[src/rtl/rx_fifo.sv]
// rx_fifo: byte FIFO loaded on each rising edge of a UART receiver's frame-done level.
// Optional macro RX_FIFO_FWFT_EN selects first-word-fall-through reads; default is registered reads.
module rx_fifo #(
    parameter int DEPTH = 8,
    parameter int AW    = 3
) (
    input  logic          baud_clk,
    input  logic          reset,
    input  logic [7:0]    RX_DATA,
    input  logic          RX_STATUS,
    input  logic          rd_en,
    input  logic          ovf_clr,
    output logic [7:0]    rd_data,
    output logic          rd_valid,
    output logic          empty,
    output logic          full,
    output logic [AW:0]   count,
    output logic          overflow
);
    localparam logic [AW:0] DEPTH_C = (AW+1)'(DEPTH);

    logic [7:0]    mem_q [DEPTH];
    logic [AW-1:0] wptr_q, wptr_d;
    logic [AW-1:0] rptr_q, rptr_d;
    logic [AW:0]   count_q, count_d;
    logic          empty_q, empty_d;
    logic          full_q, full_d;
    logic          overflow_q, overflow_d;
    logic          status_q, status_d;
    logic          armed_q, armed_d;
    logic          wr_s, rd_ok_s, wr_ok_s, ovf_ev_s;

    // Write strobe, read qualification, pointer/count/flag next state.
    always_comb begin
        status_d = RX_STATUS;
        // After reset the receiver level must be seen low before a rising edge can write.
        armed_d  = armed_q | ~RX_STATUS;
        wr_s     = RX_STATUS & ~status_q & armed_q;
        rd_ok_s  = rd_en & ~empty_q;
        wr_ok_s  = wr_s & (~full_q | rd_ok_s);
        ovf_ev_s = wr_s & full_q & ~rd_ok_s;

        if (wr_ok_s) begin
            wptr_d = wptr_q + AW'(1'b1);
        end else begin
            wptr_d = wptr_q;
        end

        if (rd_ok_s) begin
            rptr_d = rptr_q + AW'(1'b1);
        end else begin
            rptr_d = rptr_q;
        end

        case ({wr_ok_s, rd_ok_s})
            2'b10:   count_d = count_q + (AW+1)'(1'b1);
            2'b01:   count_d = count_q - (AW+1)'(1'b1);
            default: count_d = count_q;
        endcase

        empty_d = (count_d == (AW+1)'(1'b0));
        full_d  = (count_d == DEPTH_C);

        // A new drop wins over a simultaneous clear.
        if (ovf_ev_s) begin
            overflow_d = 1'b1;
        end else if (ovf_clr) begin
            overflow_d = 1'b0;
        end else begin
            overflow_d = overflow_q;
        end
    end

    // Storage array; deliberately not reset.
    always_ff @(posedge baud_clk) begin
        if (wr_ok_s) begin
            mem_q[wptr_q] <= RX_DATA;
        end
    end

    // Control state registers.
    always_ff @(posedge baud_clk or negedge reset) begin
        if (!reset) begin
            wptr_q     <= AW'(1'b0);
            rptr_q     <= AW'(1'b0);
            count_q    <= (AW+1)'(1'b0);
            empty_q    <= 1'b1;
            full_q     <= 1'b0;
            overflow_q <= 1'b0;
            status_q   <= 1'b0;
            armed_q    <= 1'b0;
        end else begin
            wptr_q     <= wptr_d;
            rptr_q     <= rptr_d;
            count_q    <= count_d;
            empty_q    <= empty_d;
            full_q     <= full_d;
            overflow_q <= overflow_d;
            status_q   <= status_d;
            armed_q    <= armed_d;
        end
    end

    assign empty    = empty_q;
    assign full     = full_q;
    assign count    = count_q;
    assign overflow = overflow_q;

`ifdef RX_FIFO_FWFT_EN
    // Head entry is presented directly; zero while empty so reset leaves rd_data at 0.
    assign rd_data  = empty_q ? 8'h00 : mem_q[rptr_q];
    assign rd_valid = ~empty_q;
`else
    logic [7:0] rd_data_q, rd_data_d;
    logic       rd_valid_q, rd_valid_d;

    // Registered read port: the head byte appears the cycle after an accepted read.
    always_comb begin
        rd_valid_d = rd_ok_s;
        if (rd_ok_s) begin
            rd_data_d = mem_q[rptr_q];
        end else begin
            rd_data_d = rd_data_q;
        end
    end

    // Read output registers.
    always_ff @(posedge baud_clk or negedge reset) begin
        if (!reset) begin
            rd_data_q  <= 8'h00;
            rd_valid_q <= 1'b0;
        end else begin
            rd_data_q  <= rd_data_d;
            rd_valid_q <= rd_valid_d;
        end
    end

    assign rd_data  = rd_data_q;
    assign rd_valid = rd_valid_q;
`endif

endmodule

[config.mk]
export PLATFORM = sky130hd
export DESIGN_NAME = rx_fifo
export DESIGN_NICKNAME = d
export VERILOG_FILES = /design/src/rtl/rx_fifo.sv
export SDC_FILE = /design/constraint.sdc
export NUM_CORES = 1
export LEC_CHECK = 0
export BUFFER_PORTS_ARGS = -buffer_cell sky130_fd_sc_hd__buf_2
export CORE_MARGIN = 2
export CORE_UTILIZATION = 45
export CTS_BUF_LIST = sky130_fd_sc_hd__clkbuf_4
export CTS_CLUSTER_SIZE = 14
export DETAILED_ROUTE_END_ITERATION = 10
export GPL_ROUTABILITY_DRIVEN = 0
export GPL_TIMING_DRIVEN = 0
export HOLD_SLACK_MARGIN = 0.15
export PLACE_DENSITY_LB_ADDON = 0.2
export SLEW_MARGIN = 20
export SYNTH_ARGS = -nofsm -noshare
export SYNTH_HDL_FRONTEND = slang
export SYNTH_SLANG_ARGS = --single-unit
[constraint.sdc]
create_clock -name baud_clk -period 2.95 [get_ports baud_clk]
set_input_delay 0.1475 -clock baud_clk [delete_from_list [all_inputs] [get_ports baud_clk]]
set_output_delay 0.1475 -clock baud_clk [all_outputs]
set_load 0.01 [all_outputs]
# Yosys cells after proc, flatten, opt, wreduce, memory -nomap -nowiden
# Memory sizes are Yosys's and may differ from the RTL's. A register that Yosys moved wholly into a read port is not among the register bits.
# Cells that the tools add are included.
[classes] n_addsub=4 n_eq_ne=3 mux=5 bitwise=13 n_reduce_logical=3
[op_table] cell="$pmux 4 s2" n=1
[op_table] cell="$add 3x1->3 const B" n=2
[op_table] cell="$and 1x1->1" n=6
[op_table] cell="$not 1->1" n=5
[op_table] cell="$add 4x1->4 const B" n=1
[op_table] cell="$eq 4x4->1 const B" n=1
[op_table] cell="$logic_not 4->1" n=1
[op_table] cell="$mux 1" n=4
[op_table] cell="$sub 4x1->4 const B" n=1
[op_table] cell="$eq 2x1->1 const B" n=1
[op_table] cell="$eq 2x2->1 const B" n=1
[op_table] cell="$or 1x1->1" n=2
[op_table] cell="$reduce_bool 2->1" n=1
[op_table] cell="$logic_not 1->1" n=1
[word_totals] ff_bits=16 ram_bits=64 out_inout_bits=16 mem_count=1
[mem_list] memory="mem_q" depth=8 width=8 read_ports=1 rd_clocked_by_memory_dff=1 write_ports=1 line_no="22" rtl="logic [7:0] mem_q [DEPTH];"

# Logic depth before layout (Yosys ltp)
# Gate-level depths: netlist (run 1).
[depth] ltp_word=7 mapped_depth=10

# Worst setup path before layout (run 1)
# No wires, ideal clock.
[synth_path] path_type="reg2reg" startpoint="register empty_q (netlist: empty)" endpoint="register empty_q (netlist: empty)" setup_ns=0.081 arrival_ns=2.550 required_ns=2.869 path_slack_ns=0.318 stages_incl_launch_ff=11 path_buffers=1 period_less_slack_ns=2.632 path_cell_list="dfstp_2 -> nand2b_1 -> clkbuf_1 -> inv_1 -> ha_1 -> xor2_1 -> ha_1 -> nor3b_1 -> nor2_1 -> a211o_1 -> a211oi_2"
[synth_via] elab_chain_len=7 word_cells_on_any_way=8
[synth_rtl] element="start, declared" line_no="26" rtl="logic empty_q, empty_d;"
[synth_rtl] element="start signal, assigned" line_no="96" rtl="empty_q <= empty_d;"
[synth_rtl] element="$not 1->1 *" line_no="39" rtl="rd_ok_s = rd_en & ~empty_q;"
[synth_rtl] element="$and 1x1->1 *" line_no="39"
[synth_rtl] element="via rd_ok_s" line_no="31" rtl="logic wr_s, rd_ok_s, wr_ok_s, ovf_ev_s;"
[synth_rtl] element="$or 1x1->1" line_no="40" rtl="wr_ok_s = wr_s & (~full_q | rd_ok_s);"
[synth_rtl] element="$and 1x1->1" line_no="40"
[synth_rtl] element="$eq 2x1->1 / $eq 2x2->1 (equally long branches)" line_no="55" rtl="case ({wr_ok_s, rd_ok_s})"
[synth_rtl] element="$pmux 4 s2 *" line_no="55"
[synth_rtl] element="$logic_not 4->1 *" line_no="61" rtl="empty_d = (count_d == (AW+1)'(1'b0));"
[synth_rtl] element="via empty_d" line_no="26"
# The timed path passes the listed nets; every way through them passes the cells marked *.
# A chain may end at the register's enable or synchronous reset.

# Worst setup path after layout (run 1)
# Same ends and word-level chain as after synthesis.

==> impl_metrics.yaml, run 1 <==
sta:
  timing.hold.ws_ns: 0.238
  worstMarginPinSlew_ns: 0.921
  setup_viol: 0
  slew_headroom_pct: 38.4
  fin_skew_ns: 0.0179
  min_period_ns: 2.76
  max_freq_mhz: 362
  finalCritPeriodShare_pct: 93.7
  rsz0062_at_grt: "no"
  hold_viol_final: 0
  drv_slew: 0
setup_path:
  regToRegStartpoint: "empty"
  worstSetupPathType: "register to register"
  critPathMaxFanout: 10
  path_buf_inv: 2
  cp-end-kind: "register"
  path_cells: "nand2b_1 -> buf_2 -> inv_1 -> ha_1 -> xor2_1 -> ha_1 -> nor3b_1 -> nor2_1 -> a211o_1 -> a211oi_2"
  cp.arrival_ns: 3.11
  r2r_slack_ns: 0.19
  start_kind: "register"
  crit_family: "adder cells"
  slowest_delay_ns: 0.54
  worst-r2r-cell-count: 10
  slowest_stage: "dfstp_2"
  crit_top_cell: "ha_1"
  crit_required_ns: 3.29
  rr_endpoint: "empty"
grt:
  overflow: 0
  grt_use_total_pct: 16.7
  grt_pass1_vias: 1922
  grt_max_degree: 25
  grt_pass1_wl_mm: 10.3
  antenna_found_initial: 0
detailed_routing:
  num_vias: 1837
  drtAntennaViolNets: 0
  drc: 0
  routed_wl_mm: 6.43
  drtPass1Iterations: 4
  first_iter_violations: 169
  vias_per_cell: 5.15
  avgRoutedWirePerCell_um: 18.0
layout:
  instances_no_fill: 357
  area_growth_syn_to_layout_pct: 15.1
  fin_nets: 268
  drive_gt1_share_pct: 27.1
  final_cell_area_um2: 4080
  antennaDiodeCount: 0
power:
  vdd_drop_max_mv: 0.399
  switching_share_pct: 31.5
  p_leak_nw: 1.52
  p_int_mw: 2.41
  seqPwrFrac_pct: 48.1
  netSwitchingPower_mw: 1.11
  comb_power_share_pct: 33.7
  power.density_nw_per_um2: 862
  clockPowerShare_pct: 18.2
floorplan:
  die_h_um: 92.8
  core_um2: 7690
  die_area_um2: 8610
  rows: 32
  die_w_um: 92.8
  start_util_pct: 46.1
  num_io_pins: 29
yosys:
  synth_cell_types: 35
  synthArstFlopShare_pct: 27.3
  yosysSeqAreaShare_pct: 71.1
  synth_area_um2: 3550
  yosysTopAreaCell: "edfxtp_1"
  syn_nets: 216
  synthTopCellsByCount: "64 x edfxtp_1, 23 x dfrtp_1, 17 x nand2_1, 9 x mux4_2, 9 x o21ai_1"
  post-synth-top-count-cell: "edfxtp_1"
  synth-edff-count: 64
  syn_area_per_cell_um2: 17.9
  synthesis.instances: 198
  synth_seq_cells: 88
  synthFlopType: "edfxtp_1"
  synth_top_area_share_pct: 54.2
  yosys_warnings: 0
  yosys-top-cells-area: "edfxtp_1 54%, dfrtp_1 16%, mux4_2 5.7%"
cts:
  h-tree-depth: 3
  cts.sinks: 88
  clock_latency_ns: 0.43
  cts_tree: "yes"
  numCtsBuffers: 9
  clk_path_buf_depth: 2
  ctsRootBufferMaster: "clkbuf_4"
  path_clk_slew_ns: 0.13
worst_hold_path:
  hp-class: "input pin to async pin"
placed_design:
  dpl_cell_area_um2: 3840
  io_buffers: 28
  place_hpwl_mm: 4.08
  dp.cells: 330
outcome:
  status: "complete, no violations"
run:
  cap_viol_max_count: 0
per-layer routing:
| metal | GRT usage (%) | wire (µm) | up-vias | share of wire (%) |
|---|---|---|---|---|
| li1 | - | - | 864 | - |
| met1 | 21.2 | 2830 | 922 | 44 |
| met2 | 28.0 | 3260 | 46 | 51 |
| met3 | 5.94 | 282 | 5 | 4.4 |
| met4 | 3.31 | 52 | 0 | 0.81 |
| met5 | 0 | 0 | - | 0 |
kinds of logic after synthesis:
family | after synthesis | share of synthesized area, %
DFF | 88 | 71.1
AOI/OAI and AO/OA | 17 | 3.17
adders and majority gates | 5 | 1.76
buffers and inverters | 12 | 2.15
muxes | 26 | 13.8
and+or+nand+nor | 42 | 6.00
xor gates and xnor gates | 8 | 1.98
through the flow:
step	setup TNS, ns	total power [mW]	worst slack [ns]	util [%]
4_1_cts	0	3.56	0.130	53.1
6_report	0	3.52	0.186	53.1
3_5_place_dp	-0.178	2.91	-0.0908	50.0
5_1_grt	0	3.76	0.0179	53.1
2_1_floorplan	0	2.56	0.318	-
3_3_place_gp	-0.240	2.87	-0.128	49.6
how the worst max path moves through the flow:
| stage | from | to | depth (start not counted) |
|---|---|---|---|
| after global routing | empty | empty | 10 |
| after floorplan | empty | empty | 10 |
| after CTS | empty | empty | 10 |
| after global placement | empty | empty | 10 |
| final | empty | empty | 10 |
| after detailed placement | empty | empty | 10 |
registers in the layout (all words and copies together) (netlist names), 3 cells and up:
register,count
count,4
mem_q,64
rd_data,8
rptr_q,3
wptr_q,3
power groups by stage:
stage / Sequential (mW) / Combinational, mW / Clock (mW)
finish: 1.69 / 1.19 / 0.640
global route: 1.73 / 1.32 / 0.714
CTS: 1.69 / 1.20 / 0.662
detailed placement: 1.72 / 1.19 / 0
global placement: 1.71 / 1.16 / 0
floorplan: 1.74 / 0.822 / 0
timing repair:
action / in CTS / in global routing
resized for setup: 1 / 1
endpoints found under the hold margin: 91 / 0
setup endpoints to repair: 2 / 1
buffers inserted: 0 / 0
hold buffers: 11 / 0
final cells by class:
cell class              count  area (µm²)
repair buffers             41         265
fillers                   638        3610
clock inverters             5        47.5
plain buffers               8        62.6
inverters                   4        15.0
well taps                 102         128
flip-flops and latches     88        2520
multi-input cells          98         957
clock buffers              11        82.6
cell usage in the layout, fill, tap and decap left out, drive strengths merged:
cell type / instances
edfxtp: 64
buf: 37
dfrtp: 23
nand2: 17
mux4: 16
clkbuf: 12
dlygate4sd3: 11
o21ai: 9
mux2i: 8
nor2: 7
nand2b: 6
xnor2: 6
ha: 5
inv: 4
clkinv: 4
a21oi: 3
nor3: 3
xor2: 2
mux2: 2
a211o: 2
nor3b: 2
nand3b: 1
and3b: 1
nor2b: 1
nand4b: 1
and3: 1
or2: 1
nand4: 1
a211oi: 1
a2bb2oi: 1
o22ai: 1
bufinv: 1
dfstp: 1
(Power assumes the default switching activity.)
==> inputs of run 2 (changes only) <==
--- a/config.mk
+++ b/config.mk
@@ -6,6 +6,7 @@
 export NUM_CORES = 1
 export LEC_CHECK = 0
 export BUFFER_PORTS_ARGS = -buffer_cell sky130_fd_sc_hd__buf_2
+export CAP_MARGIN = 20
 export CORE_MARGIN = 2
 export CORE_UTILIZATION = 45
 export CTS_BUF_LIST = sky130_fd_sc_hd__clkbuf_4
@@ -14,7 +15,7 @@
 export GPL_ROUTABILITY_DRIVEN = 0
 export GPL_TIMING_DRIVEN = 0
 export HOLD_SLACK_MARGIN = 0.15
-export PLACE_DENSITY_LB_ADDON = 0.2
+export PLACE_DENSITY_LB_ADDON = 0.1
 export SLEW_MARGIN = 20
 export SYNTH_ARGS = -nofsm -noshare
 export SYNTH_HDL_FRONTEND = slang
==> constraint.sdc (replaced) <==
create_clock -name baud_clk -period 3.4 [get_ports baud_clk]
set_input_delay 0.17 -clock baud_clk [delete_from_list [all_inputs] [get_ports baud_clk]]
set_output_delay 0.17 -clock baud_clk [all_outputs]
set_load 0.01 [all_outputs]
==> impl_metrics.yaml, run 2 (same netlist as run 1, synthesis figures left out) <==
placed_design:
  place_hpwl_mm: 4.07
  dpl_cell_area_um2: 3840
  io_buffers: 28
  dp.cells: 330
grt:
  grt_use_total_pct: 16.6
  antenna_found_initial: 0
  grt_max_degree: 25
  grt_pass1_vias: 1893
  overflow: 0
  grt_pass1_wl_mm: 10.2
sta:
  drv_slew: 0
  rsz0062_at_grt: "no"
  worstMarginPinSlew_ns: 0.952
  hold_viol_final: 0
  finalCritPeriodShare_pct: 84.7
  setup_tns_ns: 0
  setup_viol: 0
  timing.hold.ws_ns: 0.265
  fin_skew_ns: 0.0177
  slew_headroom_pct: 36.3
  max_freq_mhz: 347
  min_period_ns: 2.88
cts:
  ctsRootBufferMaster: "clkbuf_4"
  numCtsBuffers: 9
  cts.sinks: 88
  cts_tree: "yes"
  clk_path_buf_depth: 2
  clock_latency_ns: 0.42
  post_cts_buffers: 0
  path_clk_slew_ns: 0.14
  h-tree-depth: 3
layout:
  antennaDiodeCount: 0
  drive_gt1_share_pct: 27.8
  final_cell_area_um2: 4090
  top_register: "mem_q"
  fin_nets: 268
  largest_register_ffs: 64
  area_growth_syn_to_layout_pct: 15.4
  final_common_cell: "edfxtp_1"
  instances_no_fill: 357
  final_cell_mix: "64 x edfxtp_1, 31 x buf_2, 23 x dfrtp_1"
worst_hold_path:
  hp-class: "input pin to async pin"
detailed_routing:
  drtAntennaViolNets: 0
  vias_per_cell: 5.12
  drtPass1Iterations: 4
  avgRoutedWirePerCell_um: 18.0
  num_vias: 1829
  routed_wl_mm: 6.44
  drc: 0
  first_iter_violations: 97
floorplan:
  die_h_um: 92.8
  core_um2: 7690
  die_area_um2: 8610
  num_io_pins: 29
  die_w_um: 92.8
  rows: 32
  start_util_pct: 46.1
run:
  cap_viol_max_count: 0
setup_path:
  cp-end-kind: "register"
  cp.arrival_ns: 3.22
  worstSetupPathType: "register to register"
  start_kind: "register"
  crit_required_ns: 3.74
  critPathMaxFanout: 10
power:
  power.density_nw_per_um2: 753
  power_mw: 3.08
  p_leak_nw: 1.52
  vdd_drop_max_mv: 0.262
outcome:
  status: "complete, no violations"
==> run 2: layout make-up <==
| type | count | area, µm² |
|---|---|---|
| plain buffers | 8 | 62.6 |
| clock buffers | 10 | 75.1 |
| clock inverters | 6 | 66.3 |
| fillers | 667 | 3590 |
| inverters | 4 | 15.0 |
| multi-input cells | 98 | 957 |
| flip-flops and latches | 88 | 2520 |
| well taps | 102 | 128 |
| repair buffers | 41 | 265 |
==> run 2: what timing repair did <==
item | 4_1_cts | 5_1_grt
gates resized for setup | 0 | 2
setup endpoints to repair | 0 | 1
endpoints found under the hold margin | 91 | 0
hold buffers | 11 | 0
==> run 2: worst max-delay path: stages (launching register included) <==
cell	delay [ns]
dfstp_2	0.55
nand2b_1	0.16
clkbuf_2	0.30
inv_1	0.17
ha_1	0.29
xor2_1	0.18
ha_1	0.30
nor3b_1	0.27
nor2_1	0.09
a211o_1	0.29
a211oi_2	0.21
==> run 2: path summary, 6_finish.rpt <==
path                               from          to  slack, ns  cells past startpoint
worst min-delay path              reset  rd_data[4]       0.26                      2
min in group baud_clk             rd_en   wptr_q[2]       0.28                      5
worst max-delay path              empty       empty       0.52                     10
max in group asynchronous         reset   rptr_q[0]       2.74                      2
worst min register to register  armed_q     armed_q       0.49                      1
worst max register to register    empty       empty       0.52                     10
==> run 2: metrics by stage <==
step           utilization [%]  setup WS [ns]
2_1_floorplan                -          0.768
4_1_cts                   53.2          0.186
6_report                  53.2          0.521
3_3_place_gp              49.6          0.255
3_5_place_dp              50.0          0.242
5_1_grt                   53.2          0.324
==> run 2: where the power goes <==
group	internal (mW)	total [mW]	switching, mW	leakage [nW]
Sequential	1.34	1.47	0.125	0.864
Combinational	0.513	1.03	0.512	0.578
Clock	0.239	0.589	0.351	0.0816
==> run 2: routing by layer <==
metal,GRT usage [%],up-vias,wire length (µm)
met2,26.6,35,3280
li1,-,867,-
met1,22.8,925,2900
met5,0,-,0
met4,6.62,0,17
met3,2.69,2,233
